`config.mk`:
```
export PLATFORM = sky130hd
export DESIGN_NAME = serial_adder_ctrl
export DESIGN_NICKNAME = d
export VERILOG_FILES = /design/src/rtl/serial_adder_ctrl.sv
export SDC_FILE = /design/constraint.sdc
export NUM_CORES = 1
export LEC_CHECK = 0
export ABC_CLOCK_PERIOD_IN_PS = 1210
export BUFFER_PORTS_ARGS = -buffer_cell sky130_fd_sc_hd__buf_2
export CORE_AREA = 2 2 53 74
export DETAILED_ROUTE_END_ITERATION = 12
export DIE_AREA = 0 0 55 76
export GPL_ROUTABILITY_DRIVEN = 0
export GPL_TIMING_DRIVEN = 0
export PLACE_DENSITY = 0.65
export SLEW_MARGIN = 20
export SYNTH_ARGS = -nofsm -noshare
export SYNTH_HDL_FRONTEND = slang
export SYNTH_HIERARCHICAL = 1
export SYNTH_SLANG_ARGS = --single-unit
```
`constraint.sdc`:
```
create_clock -name clk -period 1.21 [get_ports clk]
set_input_delay 0.0605 -clock clk [delete_from_list [all_inputs] [get_ports clk]]
set_output_delay 0.0605 -clock clk [all_outputs]
set_load 0.02 [all_outputs]
```
`src/rtl/serial_adder_ctrl.sv`:
```
`default_nettype none
// ============================================================================
// Module  : serial_adder_ctrl (+ fulladder cell)
// Brief   : Bit-serial adder, LSB first, through a single full-adder cell.
// Revision: 1.0  initial release
// ============================================================================

module fulladder (
  input  logic a,
  input  logic b,
  input  logic c,
  output logic sum,
  output logic carry
);
  assign sum   = a ^ b ^ c;
  assign carry = (a & b) | (c & (a ^ b));
endmodule

module serial_adder_ctrl #(
  parameter int WIDTH = 8
) (
  input  logic             clk,
  input  logic             rst,
  input  logic             start,
  input  logic [WIDTH-1:0] a_in,
  input  logic [WIDTH-1:0] b_in,
  input  logic             cin,
  output logic             busy,
  output logic             done,
  output logic [WIDTH-1:0] sum_out,
  output logic             cout
);

  localparam int CNT_W = $clog2(WIDTH + 1);
  localparam logic [CNT_W-1:0] C_LAST = CNT_W'(WIDTH - 1);
  localparam logic [CNT_W-1:0] C_ONE  = CNT_W'(1);

  typedef enum logic [1:0] {
    S_IDLE  = 2'd0,
    S_SHIFT = 2'd1,
    S_DONE  = 2'd2
  } state_t;

  state_t           state_q, state_d;
  logic [WIDTH-1:0] a_q, a_d;
  logic [WIDTH-1:0] b_q, b_d;
  logic [WIDTH-1:0] res_q, res_d;
  logic             carry_q, carry_d;
  logic [CNT_W-1:0] cnt_q, cnt_d;

  logic fa_sum;
  logic fa_carry;

  fulladder u_fa (
    .a     (a_q[0]),
    .b     (b_q[0]),
    .c     (carry_q),
    .sum   (fa_sum),
    .carry (fa_carry)
  );

  always_comb begin
    state_d = state_q;
    a_d     = a_q;
    b_d     = b_q;
    res_d   = res_q;
    carry_d = carry_q;
    cnt_d   = cnt_q;
    case (state_q)
      S_IDLE: begin
        if (start) begin
          a_d     = a_in;
          b_d     = b_in;
          carry_d = cin;
          cnt_d   = '0;
          state_d = S_SHIFT;
        end
      end
      S_SHIFT: begin
        // Result fills from the MSB so the first (LSB) sum bit lands at bit 0
        // after WIDTH shifts.
        a_d     = a_q >> 1;
        b_d     = b_q >> 1;
        res_d   = {fa_sum, res_q[WIDTH-1:1]};
        carry_d = fa_carry;
        cnt_d   = cnt_q + C_ONE;
        if (cnt_q == C_LAST) begin
          state_d = S_DONE;
        end
      end
      S_DONE: begin
        state_d = S_IDLE;
      end
      default: begin
        state_d = S_IDLE;
      end
    endcase
  end

  always_ff @(posedge clk or posedge rst) begin
    if (rst) begin
      state_q <= S_IDLE;
      a_q     <= '0;
      b_q     <= '0;
      res_q   <= '0;
      carry_q <= 1'b0;
      cnt_q   <= '0;
    end else begin
      state_q <= state_d;
      a_q     <= a_d;
      b_q     <= b_d;
      res_q   <= res_d;
      carry_q <= carry_d;
      cnt_q   <= cnt_d;
    end
  end

  assign busy    = (state_q == S_SHIFT);
  assign done    = (state_q == S_DONE);
  assign sum_out = res_q;
  assign cout    = carry_q;

endmodule
`default_nettype wire

```
# After elaboration in Yosys (flattened, before gate mapping)
# Cells that the tools add are included.
# word_totals
regBits	31
input_bits	20
output_inout_bits	11
word_cells	32
# op_classes
addsub	1
n_eq_ne	5
muxes	11
n_bitwise	5
reduce_logical	4
# ops
cell	n
case mux 8 bit (2 select lines)	2
2-to-1 mux 8 bit	2
case mux 4 bit (2 select lines)	1
adder 4 x 1 -> 4 bit, second input constant	1
equality test 4 x 3 -> 1 bit, second input constant	1
2-to-1 mux 2 bit	2
2-to-1 mux 4 bit	1
case mux 2 bit (2 select lines)	1
AND reduction 2 bit	2
AND 1 bit	2
equality test 2 x 1 -> 1 bit, second input constant	1
equality test 2 bit, second input constant	1
logical NOT 2 bit	1
inequality test 2 x 1 -> 1 bit, second input constant	1
inequality test 2 bit, second input constant	1
case mux 1 bit (2 select lines)	1
nonzero test 2 bit	1
XOR 1 bit	2
2-to-1 mux 1 bit	1
bitwise OR 1 bit	1

# Logic depth before layout (Yosys ltp)
# Gate-level depths: netlist of the first run.
# logic_depth
ltp_word	4
depth_mapped	5
mapped_depth_nobuf	4

# Cells and area by module
# The synthesis of the first run kept the hierarchy.
# by_module_without_submodules
module	instances	cells_each	area_per_inst_um2	seq_area_each_um2
serial_adder_ctrl	1	154	1468.9	775.7
fulladder	1	1	20.0	0.0

# Worst setup path after synthesis of the first run
# Ideal clock, no wire load.
# synth_path
path_type	reg-to-reg
startpoint	register carry_q (netlist: cout)
endpoint	register carry_q (netlist: cout)
setup_ps	132
arrival_ps	1025
t_required_ps	1078
setup_slack_ps	53
stages_incl_launch_ff	4
path_buffers	0
period_less_slack_ps	1157
path_cell_list	dfrtp_1 fa_1 a21oi_1 o21ai_1
# synth_via
elab_chain_cells	3
# synth_rtl
item	line_no	text
start, declared	48	logic carry_q, carry_d;
start signal, assigned	113	carry_q <= carry_d;
AND 1 bit	16	assign carry = (a & b) | (c & (a ^ b));
bitwise OR 1 bit	16	
via fa_carry	52	logic fa_carry;
case mux 1 bit (2 select lines)	69	case (state_q)
# The timed path passes the listed nets, and every way through them passes these cells.
# A chain may end at the register's enable or synchronous reset.

# Worst setup path in the final report of the first run
# layout_path
startpoint	register state_q[0]
endpoint	register b_q[5]
# layout_via
elab_chain_cells	3
elab_cells_between_ends	6
cone_classes	eq/ne: 2; mux: 1; reduce/logical: 3
# layout_rtl
item	line_no	text
start, declared	44	state_t state_q, state_d;
start signal, assigned	109	state_q <= state_d;
equality test 2 x 1 -> 1 bit / logical NOT 2 bit (equally long branches)	69	
nonzero test 2 bit (no line) / inequality test 2 bit (equally long branches)	--	
AND reduction 2 bit (no line)	--	
end signal, assigned	104	b_q <= '0;
end signal, assigned	111	b_q <= b_d;
end, declared	46	logic [WIDTH-1:0] b_q, b_d;
# Parallel ways exist; a longest one is shown, timed or not.

==> run metrics, run 1 <==
Comb pwr share=0.488; clock network latency to the later pin of the worst-skew pair=a little under 0.3 ns; critical path capture point type=flop; number of antenna violations at the first check in global routing=0; sequential cell area fraction in the yosys report=0.521; number of vias after detailed routing=1264; Data arrival, critical path=between 1 and 1.5 ns; worst path required time=1.38 ns; worst-case vdd ir drop=approximately 1500 uV; Most used DFF post-synth=sky130_fd_sc_hd__dfrtp_1; power share of the sequential group=0.358; CTS tree=yes; placed cells=between 200 and 250; Antenna diodes=0; register bit count reported by yosys=31; highest clock frequency the design can meet=between 800 and 900 MHz; fin crit period=between 1 and 1.5 ns; Rows=26; launch instance of the worst min-delay path=b_in[7]; Vias per Instance=just over 5; floorplan die area=~4200 um^2; clock root buffer=sky130_fd_sc_hd__clkbuf_8; static leakage=roughly 1.0 nW; unique cell type count in the Yosys netlist=27; critical-path cell list=buf_6, buf_6, and3b_2, a21oi_2, o21ai_1; DR DRC count=0; final wirelength=about 3.5 mm; maximum count of clock buffers along a single path=2; power dissipated by switching net loads=between 1.5 and 2 mW; H-tree level count=2; total internal power=about 3.1 mW; Place WS=-0.0330 ns; number of flops mapped to enable cells by yosys=0; switching share of total power=0.393; unrepaired setup endpoints after global routing=yes; maximum fanout count along the critical path=5; clk sink count=31; path type of the worst min-delay path=input port to flop; clock share of power=0.154; total congestion overflow=0; critical path's top delay family=flip-flops; mapped cell area=1490 um^2; count of final max-slew check failures=0; # Max-Cap Violations=0; per-instance average area after synthesis=between 9 and 10 um^2; ratio of total power to cell area=~2600 nW/um^2; Die Y=~76 um; multi-input gate area in the final layout=around 700 um^2; share of the cycle needed by the critical path after routing=1.02; largest net degree at the start of global routing=32; Area growth, synth to finish=31.6%; Final setup violation count=11; number of detailed-routing iterations run before antenna repair=4; Clock Skews=0.00276 ns; status=finished, violations left; Final Hold Violating Endpoints=0; Core Area=between 3000 and 4000 um^2; CP most frequent cell=sky130_fd_sc_hd__buf_6; number of design-rule violations left by the first detailed-router iteration=20; FF+latch area=slightly below 800 um^2; Reg clk slew, reported paths=about 0.060 ns; slack of the worst reg-to-reg path=-0.02 ns; fraction of layout cells with a size suffix above 1=0.391; hold path cells=3; gate count of the mapped netlist=roughly 160; IO buf count=29; synthesized netlist net count=approximately 180; count of non-filler cells in the finished layout=roughly 240; startpoint of the lowest-slack register-to-register path=state_q[0]$_DFFE_PP0P_; kind of start point of the critical path=flop; slowest cell on the critical path=sky130_fd_sc_hd__dfrtp_2; number of buffers and inverters on the critical path=2; critical path class=flop to flop; violations in the final reports=setup timing; number of buffers added by the clock tree synthesis step=5; GRT Util Overall=0.184; yosys synthesis warning count=6; layout net count=223; first-pass GRT wire length=between 5 and 6 mm; slew at the pin closest to its max-slew limit=~0.64 ns; die width=between 50 and 60 um; vias in the first global route=1300; total of fill cells in the finished design=350; detailed placement HPWL=2.25 mm; Async SR Flop Fraction=1.00; antenna violation net count after detailed routing=0; cell count of the worst reg-to-reg path=5; Reg2Reg Capture Point=b_q[5]$_DFFE_PP0P_; starting density of the core=0.416; Min-Delay Endpoint=b_q[7]$_DFFE_PP0P_; fin worst setup slack=-0.0237 ns; wire length per cell=around 14 um; I/O pins=31; post-layout power=between 5 and 6 mW; CP max stage delay=0.47 ns; slew margin rel.=0.571
## metal layers
layer  wire length [um]  vias to the layer above  GRT usage
met1               1350                      599      0.191
met3                169                       14     0.0686
met4                134                        0      0.105
met2               1850                       38      0.299
li1                   -                      613          -
met5                  0                        -          0
## cell usage after synthesis (all sizes together), types with 2 or more instances
library cell	count	area, um^2
o21ai	18	90.1
dfrtp	31	776
a22o	2	17.5
a21oi	18	90.1
nor2	2	7.51
inv	2	7.51
a22oi	5	37.5
nand2	39	146
buf	7	61.3
and3b	11	103
clkbuf	3	12.5
nor2b	8	52.6
## how the worst max path moves through the flow
| stage | depth (start not counted) | start | to |
|---|---|---|---|
| final | 5 | state_q[0]$_DFFE_PP0P_ | b_q[5]$_DFFE_PP0P_ |
| after global routing | 5 | state_q[0]$_DFFE_PP0P_ | a_q[1]$_DFFE_PP0P_ |
| after CTS | 3 | state_q[0]$_DFFE_PP0P_ | done |
| after detailed placement | 4 | state_q[0]$_DFFE_PP0P_ | a_q[4]$_DFFE_PP0P_ |
| after global placement | 4 | state_q[0]$_DFFE_PP0P_ | a_q[0]$_DFFE_PP0P_ |
| after floorplan | 3 | cout$_DFFE_PP0P_ | cout$_DFFE_PP0P_ |
## power groups by stage
stage	combinational (mW)	clock [mW]	sequential, mW
4_1_cts	2.25	0.798	1.80
6_report	2.48	0.780	1.82
2_1_floorplan	1.25	0	1.88
3_5_place_dp	1.88	0	1.80
3_3_place_gp	1.80	0	1.77
5_1_grt	2.73	0.846	1.89
## cell usage in the layout, fill, tap and decap left out, types with 2 or more instances in the layout
| cell | Yosys | final |
|---|---|---|
| sky130_fd_sc_hd__a21oi_1 | 18 | 8 |
| sky130_fd_sc_hd__a21oi_2 | 0 | 10 |
| sky130_fd_sc_hd__a22o_1 | 2 | 2 |
| sky130_fd_sc_hd__a22oi_1 | 5 | 4 |
| sky130_fd_sc_hd__and3b_1 | 6 | 6 |
| sky130_fd_sc_hd__and3b_2 | 5 | 5 |
| sky130_fd_sc_hd__buf_2 | 1 | 28 |
| sky130_fd_sc_hd__buf_4 | 3 | 9 |
| sky130_fd_sc_hd__buf_6 | 3 | 7 |
| sky130_fd_sc_hd__clkbuf_1 | 2 | 2 |
| sky130_fd_sc_hd__clkbuf_2 | 1 | 2 |
| sky130_fd_sc_hd__clkbuf_8 | 0 | 6 |
| sky130_fd_sc_hd__dfrtp_1 | 31 | 30 |
| sky130_fd_sc_hd__inv_2 | 0 | 2 |
| sky130_fd_sc_hd__nand2_1 | 39 | 39 |
| sky130_fd_sc_hd__nor2_1 | 2 | 2 |
| sky130_fd_sc_hd__nor2b_1 | 7 | 7 |
| sky130_fd_sc_hd__o21ai_0 | 8 | 5 |
| sky130_fd_sc_hd__o21ai_1 | 10 | 13 |
## worst register-to-register path, cell delays in order, from the launching register on
cell                      delay [ns]
sky130_fd_sc_hd__dfrtp_2        0.47
sky130_fd_sc_hd__buf_6          0.14
sky130_fd_sc_hd__buf_6          0.12
sky130_fd_sc_hd__and3b_2        0.21
sky130_fd_sc_hd__a21oi_2        0.10
sky130_fd_sc_hd__o21ai_1        0.07
## through the flow
step	area, um^2	TNS (ns)	hold slack [ns]	util
2_1_floorplan	1490	0	0.164	-
3_3_place_gp	1690	-0.0115	0.341	0.471
3_5_place_dp	1690	-0.294	0.187	0.471
4_1_cts	1880	-0.107	0.0640	0.526
5_1_grt	1960	-0.827	0.0955	0.548
6_report	1960	-0.124	0.0473	0.548
## state kept, by name, summed over array words and instances (netlist names)
signal	cells
cnt_q	4
b_q	8
a_q	8
sum_out	8
cout	1
state_q	2
## final cells by class
class	instances	share of cell area
sequential	31	0.397
buffer	9	0.0460
inverter	2	0.00383
timing repair buffer	40	0.128
clock buffer	7	0.0390
tap	42	0.0268
multi-input combinational	112	0.358
clock inverter	1	0.00255
## cells by family after synthesis
logic type	count (synthesis)	share of synthesized area
adder cells (fa/ha/maj)	2	0.0218
AO/OA/AOI/OAI	45	0.171
flip-flops	31	0.521
buffers and inverters	12	0.0546
multiplexers	1	0.00756
AND/OR/NAND/NOR	64	0.224
## what timing repair did
action | in CTS | in global routing
hold endpoints to repair | 31 | 0
pin swaps | 1 | 1
resized for setup | 17 | 19
setup endpoints to repair | 15 | 21
hold buffers | 1 | 0
cloned | 1 | 0
buffers inserted | 7 | 2
Power figures use the tool's default switching activity.
==> inputs of run 2 (changes only) <==
--- a/config.mk
+++ b/config.mk
@@ -13,6 +13,7 @@
 export GPL_ROUTABILITY_DRIVEN = 0
 export GPL_TIMING_DRIVEN = 0
 export PLACE_DENSITY = 0.65
+export SKIP_LAST_GASP = 1
 export SLEW_MARGIN = 20
 export SYNTH_ARGS = -nofsm -noshare
 export SYNTH_HDL_FRONTEND = slang
==> run 2 against run 1 <==
  * The run still ends with setup timing left
  * Register-to-register slack hardly changed
  * Via count is 0.32% lower
  * Combinational power hardly changed
  * Critical path depth stayed put
  * Core utilization is 0.10 points lower
  * Worst setup slack hardly changed
  * Clock power is 0.5% lower
  * Fmax hardly changed
  * Largest cell class unchanged
  * Largest power group unchanged
  * Highest routed layer unchanged
==> run metrics, run 2 (synthesis gave the netlist of run 1 again) <==
status=finished, violations left; violations in the final reports=setup timing; Clock Skews=0.00265 ns (-0.000112 ns); fraction of layout cells with a size suffix above 1=0.391 (unchanged); vias in the first global route=1300 (unchanged); unrepaired setup endpoints after global routing=yes; largest net degree at the start of global routing=32 (unchanged); highest clock frequency the design can meet=811 MHz (about the same); clk sink count=31 (unchanged); clock network latency to the later pin of the worst-skew pair=0.29 ns (about the same); maximum count of clock buffers along a single path=2 (unchanged); H-tree level count=2 (unchanged); clock share of power=0.154 (about the same); slew margin rel.=0.571 (about the same); Comb pwr share=0.486 (-0.002); Data arrival, critical path=1.40 ns (about the same); clock root buffer=sky130_fd_sc_hd__clkbuf_8; number of vias after detailed routing=1260 (-0.32%); # Max-Cap Violations=0 (unchanged); static leakage=0.998 nW (-0.14%); antenna violation net count after detailed routing=0 (unchanged); IO buf count=29 (unchanged); critical path capture point type=flop; die width=55 um (unchanged); Antenna diodes=0 (unchanged); Setup TNS Final=-0.118 ns (+0.00543 ns); starting density of the core=0.416 (unchanged); most common library cell in the layout ignoring fill and taps=sky130_fd_sc_hd__nand2_1; path type of the worst min-delay path=input port to flop; number of detailed-routing iterations run before antenna repair=4 (unchanged); critical-path cell list=buf_6, buf_6, and3b_2, a21oi_2, o21ai_1; DR DRC count=0 (unchanged); number of design-rule violations left by the first detailed-router iteration=18 (-10%); Vias per Instance=5.16 (-0.32%); cell area after layout=1960 um^2 (-0.19%); number of antenna violations at the first check in global routing=0 (unchanged); Area growth, synth to finish=31.3%; Reg clk slew, reported paths=0.06 ns (about the same); floorplan die area=4180 um^2 (unchanged); fin crit period=1.23 ns (+0.0000571 ns); critical path class=flop to flop; top library cells by usage in the layout, fill and taps aside=39 x sky130_fd_sc_hd__nand2_1, 30 x sky130_fd_sc_hd__dfrtp_1, 28 x sky130_fd_sc_hd__buf_2; CTS tree=yes; Place WS=-0.0330 ns (unchanged); layout net count=223 (unchanged); Final setup violation count=10 (-1); CP max stage delay=0.47 ns (about the same); critical path's top delay family=flip-flops; Core Area=3580 um^2 (unchanged); Die Y=76 um (unchanged); maximum fanout count along the critical path=5 (unchanged); total of fill cells in the finished design=349 (-0.29%); final wirelength=3.47 mm (-0.86%); count of final max-slew check failures=0 (unchanged); number of buffers added by the clock tree synthesis step=5 (unchanged); power dissipated by switching net loads=1.99 mW (-0.49%); worst path required time=1.38 ns (about the same); Rows=26 (unchanged); ratio of total power to cell area=2580 nW/um^2 (-0.32%); switching share of total power=0.393 (about the same); CP most frequent cell=sky130_fd_sc_hd__buf_6; Final Hold Violating Endpoints=0 (unchanged); fin worst setup slack=-0.0237 ns (-0.0000571 ns); kind of start point of the critical path=flop; cell area reported after detailed placement=1690 um^2 (unchanged); I/O pins=31 (unchanged); GRT Util Overall=0.184 (unchanged); worst-case vdd ir drop=1490 uV (-3.6%); slew at the pin closest to its max-slew limit=0.643 ns (-0.000393 ns); wire length per cell=14.2 um (-0.86%); share of the cycle needed by the critical path after routing=1.02 (about the same); total congestion overflow=0 (unchanged); slowest cell on the critical path=sky130_fd_sc_hd__dfrtp_2; power share of the sequential group=0.360 (+0.002); total internal power=3.07 mW (-0.52%); number of buffers and inverters on the critical path=2 (unchanged); detailed placement HPWL=2.25 mm (unchanged); first-pass GRT wire length=5.57 mm (unchanged)
run 2: final timing paths:
kind,start,cells after the start,slack [ns],end
min reg2reg,sum_out[0]$_DFFE_PP0N_,2,0.47,sum_out[0]$_DFFE_PP0N_
min in group asynchronous,rst,3,0.42,b_q[3]$_DFFE_PP0P_
max in group asynchronous,rst,3,0.34,state_q[0]$_DFFE_PP0P_
max,state_q[0]$_DFFE_PP0P_,5,-0.02,b_q[5]$_DFFE_PP0P_
min,b_in[7],3,0.05,b_q[7]$_DFFE_PP0P_
max reg2reg,state_q[0]$_DFFE_PP0P_,5,-0.02,b_q[5]$_DFFE_PP0P_
run 2: layout make-up:
type                            instances  area (um^2)  share of cell area
Timing Repair Buffer                   40          246               0.126
Clock inverter                          1         5.00             0.00256
Tap cell                               42         52.6              0.0269
Multi-Input combinational cell        112          701               0.358
Clock buffer                            7         76.3              0.0390
Buffer                                  9         90.1              0.0461
Sequential cell                        31          777               0.397
Inverter                                2         7.51             0.00384
run 2: worst register-to-register path: cells and delay by family, from the launching register on:
family | cells | cell delay [ns]
simple gates | 1 | 0.21
compound gates | 2 | 0.17
flops | 1 | 0.47
buf+inv | 2 | 0.26
run 2: power by group through the flow:
stage               Sequential [mW]  Clock (mW)  Combinational (mW)
floorplan                      1.88           0                1.25
global placement               1.77           0                1.80
detailed placement             1.80           0                1.88
CTS                            1.80       0.798                2.23
global route                   1.89       0.846                2.70
finish                         1.82       0.776                2.46
run 2: what timing repair did:
item                                    in CTS  in global routing
pin swaps                                    1                  1
gates resized for setup                     16                 18
cloned                                       1                  0
endpoints found under the setup margin      15                 21
endpoints found under the hold margin       31                  0
buffers inserted                             7                  2
hold buffers                                 1                  0
run 2: metal layers:
layer / global-route usage / part of all wire
met1: 0.191 / 0.39
met5: 0 / 0
met2: 0.299 / 0.53
met4: 0.105 / 0.035
met3: 0.0686 / 0.043
run 2: stage by stage:
stage	util	std cells	power [mW]	hold WS [ns]
after floorplan	-	155	3.13	0.164
after global placement	0.471	226	3.58	0.341
after detailed placement	0.471	226	3.68	0.187
after CTS	0.525	242	4.83	0.0640
after global routing	0.547	244	5.43	0.0955
final	0.547	244	5.05	0.0493
==> inputs of run 3 (changes only) <==
--- a/config.mk
+++ b/config.mk
@@ -6,13 +6,14 @@
 export NUM_CORES = 1
 export LEC_CHECK = 0
 export ABC_CLOCK_PERIOD_IN_PS = 1210
-export BUFFER_PORTS_ARGS = -buffer_cell sky130_fd_sc_hd__buf_2
 export CORE_AREA = 2 2 53 74
 export DETAILED_ROUTE_END_ITERATION = 12
 export DIE_AREA = 0 0 55 76
+export DONT_BUFFER_PORTS = 1
 export GPL_ROUTABILITY_DRIVEN = 0
 export GPL_TIMING_DRIVEN = 0
-export PLACE_DENSITY = 0.65
+export PLACE_DENSITY = 0.57
+export SETUP_SLACK_MARGIN = 0.4
 export SKIP_LAST_GASP = 1
 export SLEW_MARGIN = 20
 export SYNTH_ARGS = -nofsm -noshare
==> run 3 against run 2 <==
  * The flow finishes with violations (hold timing)
  * Core utilization increased by 2.4 points
  * Design area increased by 4.4%
  * Fmax increased by 5.5%
  * Clock-buffer cell count unchanged
  * Non-clock buffer count decreased by 19
  * Critical path type unchanged
==> run metrics, run 3 (synthesis gave the netlist of run 1 again) <==
status=finished, violations left; violations in the final reports=hold timing; static leakage=0.947 nW (-5.0%); clock network latency to the later pin of the worst-skew pair=0.28 ns (about the same); Setup TNS Final=0 ns (+0.118 ns); vias in the first global route=1311 (+0.85%); floorplan die area=4180 um^2 (unchanged); Final Hold Violating Endpoints=31 (+31); fin worst setup slack=0.0401 ns (+0.0639 ns); wire length per cell=15.4 um (+8.5%); number of antenna violations at the first check in global routing=0 (unchanged); Final setup violation count=0 (-10); starting density of the core=0.416 (unchanged); top library cells by usage in the layout, fill and taps aside=29 x sky130_fd_sc_hd__nand2_1, 21 x sky130_fd_sc_hd__dfrtp_1, 16 x sky130_fd_sc_hd__o21ai_1; layout net count=204 (-8.5%); first-pass GRT wire length=5.71 mm (+2.5%); IO buf count=0 (-100%); met3 usage=0.0686 (unchanged); GRT Util Overall=0.188 (+0.00450); Clock Skews=0.00724 ns (+0.00460 ns); count of final max-slew check failures=0 (unchanged); # Max-Cap Violations=0 (unchanged); Vias per Instance=5.42 (+4.9%); maximum count of clock buffers along a single path=2 (unchanged); final wirelength=3.48 mm (about the same); most common library cell in the layout ignoring fill and taps=sky130_fd_sc_hd__nand2_1; critical path class=flop to flop; number of design-rule violations left by the first detailed-router iteration=27 (+9); worst path required time=1.43 ns (+0.05 ns); Antenna diodes=0 (unchanged); global-route met2 utilization=0.295 (-0.00357); Rows=26 (unchanged); number of buffers added by the clock tree synthesis step=5 (unchanged); ratio of total power to cell area=2720 nW/um^2 (+5.2%); fin crit period=1.17 ns (-0.0639 ns); unrepaired setup endpoints after global routing=yes; die width=55 um (unchanged); Area growth, synth to finish=37.1%; worst-case vdd ir drop=1340 uV (-9.9%); critical path capture point type=flop; gr busiest metal=met2; Core Area=3580 um^2 (unchanged); hold-fix buffers at CTS=6 (+5); fraction of layout cells with a size suffix above 1=0.459 (+0.0679); grt met1 use=0.213 (+0.0215); slew margin rel.=0.553 (-0.0178); kind of start point of the critical path=flop; clock root buffer=sky130_fd_sc_hd__clkbuf_8; number of detailed-routing iterations run before antenna repair=4 (unchanged); maximum fanout count along the critical path=3 (-2); antenna violation net count after detailed routing=0 (unchanged); largest net degree at the start of global routing=32 (unchanged); DR DRC count=0 (unchanged); clk sink count=31 (unchanged); path type of the worst min-delay path=input port to async pin; highest clock frequency the design can meet=855 MHz (+5.5%); slew at the pin closest to its max-slew limit=0.669 ns (+0.0267 ns); Place WS=0.0183 ns (+0.0512 ns); total congestion overflow=0 (unchanged); number of vias after detailed routing=1219 (-3.3%); share of the cycle needed by the critical path after routing=0.967 (-0.0528); detailed placement HPWL=2.21 mm (-1.7%); I/O pins=31 (unchanged); CTS tree=yes; Data arrival, critical path=1.39 ns (about the same); worst hold slack after final layout=-0.251 ns (-0.300 ns); Die Y=76 um (unchanged); Reg clk slew, reported paths=0.07 ns (about the same); H-tree level count=2 (unchanged)
==> run 3: cell count changes in the layout (fill, tap and decap cells not counted), moves of 4 or more <==
cell and delta:
sky130_fd_sc_hd__nand2_1 -10, sky130_fd_sc_hd__dfrtp_2 +9, sky130_fd_sc_hd__nand2_2 +10, sky130_fd_sc_hd__o21ai_0 -6, sky130_fd_sc_hd__o21ai_1 +4, sky130_fd_sc_hd__buf_2 -28, sky130_fd_sc_hd__dfrtp_1 -9, sky130_fd_sc_hd__dlygate4sd3_1 +5
==> run 3: critical path: stages, from the launching register on <==
cell	delay [ns]
sky130_fd_sc_hd__dfrtp_2	0.47
sky130_fd_sc_hd__fa_2	0.54
sky130_fd_sc_hd__nand2_1	0.05
sky130_fd_sc_hd__nand2_1	0.05
==> run 3: path summary, 6_finish.rpt <==
check,to,slack [ns],start,cells after the start
setup / recovery,sum_out[7]$_DFFE_PP0N_,0.04,cout$_DFFE_PP0P_,3
hold / removal,b_q[1]$_DFFE_PP0P_,-0.25,rst,1
setup reg to reg,sum_out[7]$_DFFE_PP0N_,0.04,cout$_DFFE_PP0P_,3
hold reg to reg,a_q[3]$_DFFE_PP0P_,0.51,a_q[3]$_DFFE_PP0P_,2
max in group asynchronous,state_q[0]$_DFFE_PP0P_,0.98,rst,1
min in group clk,a_q[3]$_DFFE_PP0P_,0.10,a_in[3],3
==> run 3: repair_timing <==
item                                   4_1_cts  5_1_grt
buffers inserted                            10        2
gates cloned                                 1        1
resized for setup                           24        4
endpoints found under the hold margin       37       31
setup endpoints to repair                   41       42
pin swaps                                    2        3
==> run 3: power breakdown <==
part,total [mW],switching (mW),internal [mW]
clock,0.791,0.388,0.403
sequential,2.06,0.572,1.49
combinational,2.70,1.18,1.52
total,5.55,2.14,3.41
==> run 3: area by class of cell <==
type | instances | area, um^2
repair buffers | 20 | 215
flip-flops and latches | 31 | 788
inverters | 2 | 12.5
fillers | 305 | 1540
plain buffers | 10 | 121
multi-input cells | 112 | 771
clock buffers | 7 | 76.3
clock inverters | 1 | 5.00
well taps | 42 | 52.6
==> run 3: stage by stage <==
stage	std cells	util	area, um^2	power [mW]
floorplan	155	-	1620	3.58
global placement	197	0.467	1670	3.90
detailed placement	197	0.467	1670	3.98
CTS	222	0.557	1990	5.41
global route	225	0.571	2040	5.97
finish	225	0.571	2040	5.55
==> run 3: layer usage <==
metal	vias to the layer above	wire [um]
li1	580	-
met1	594	1420
met2	36	1740
met3	9	210
met4	0	112
met5	-	0
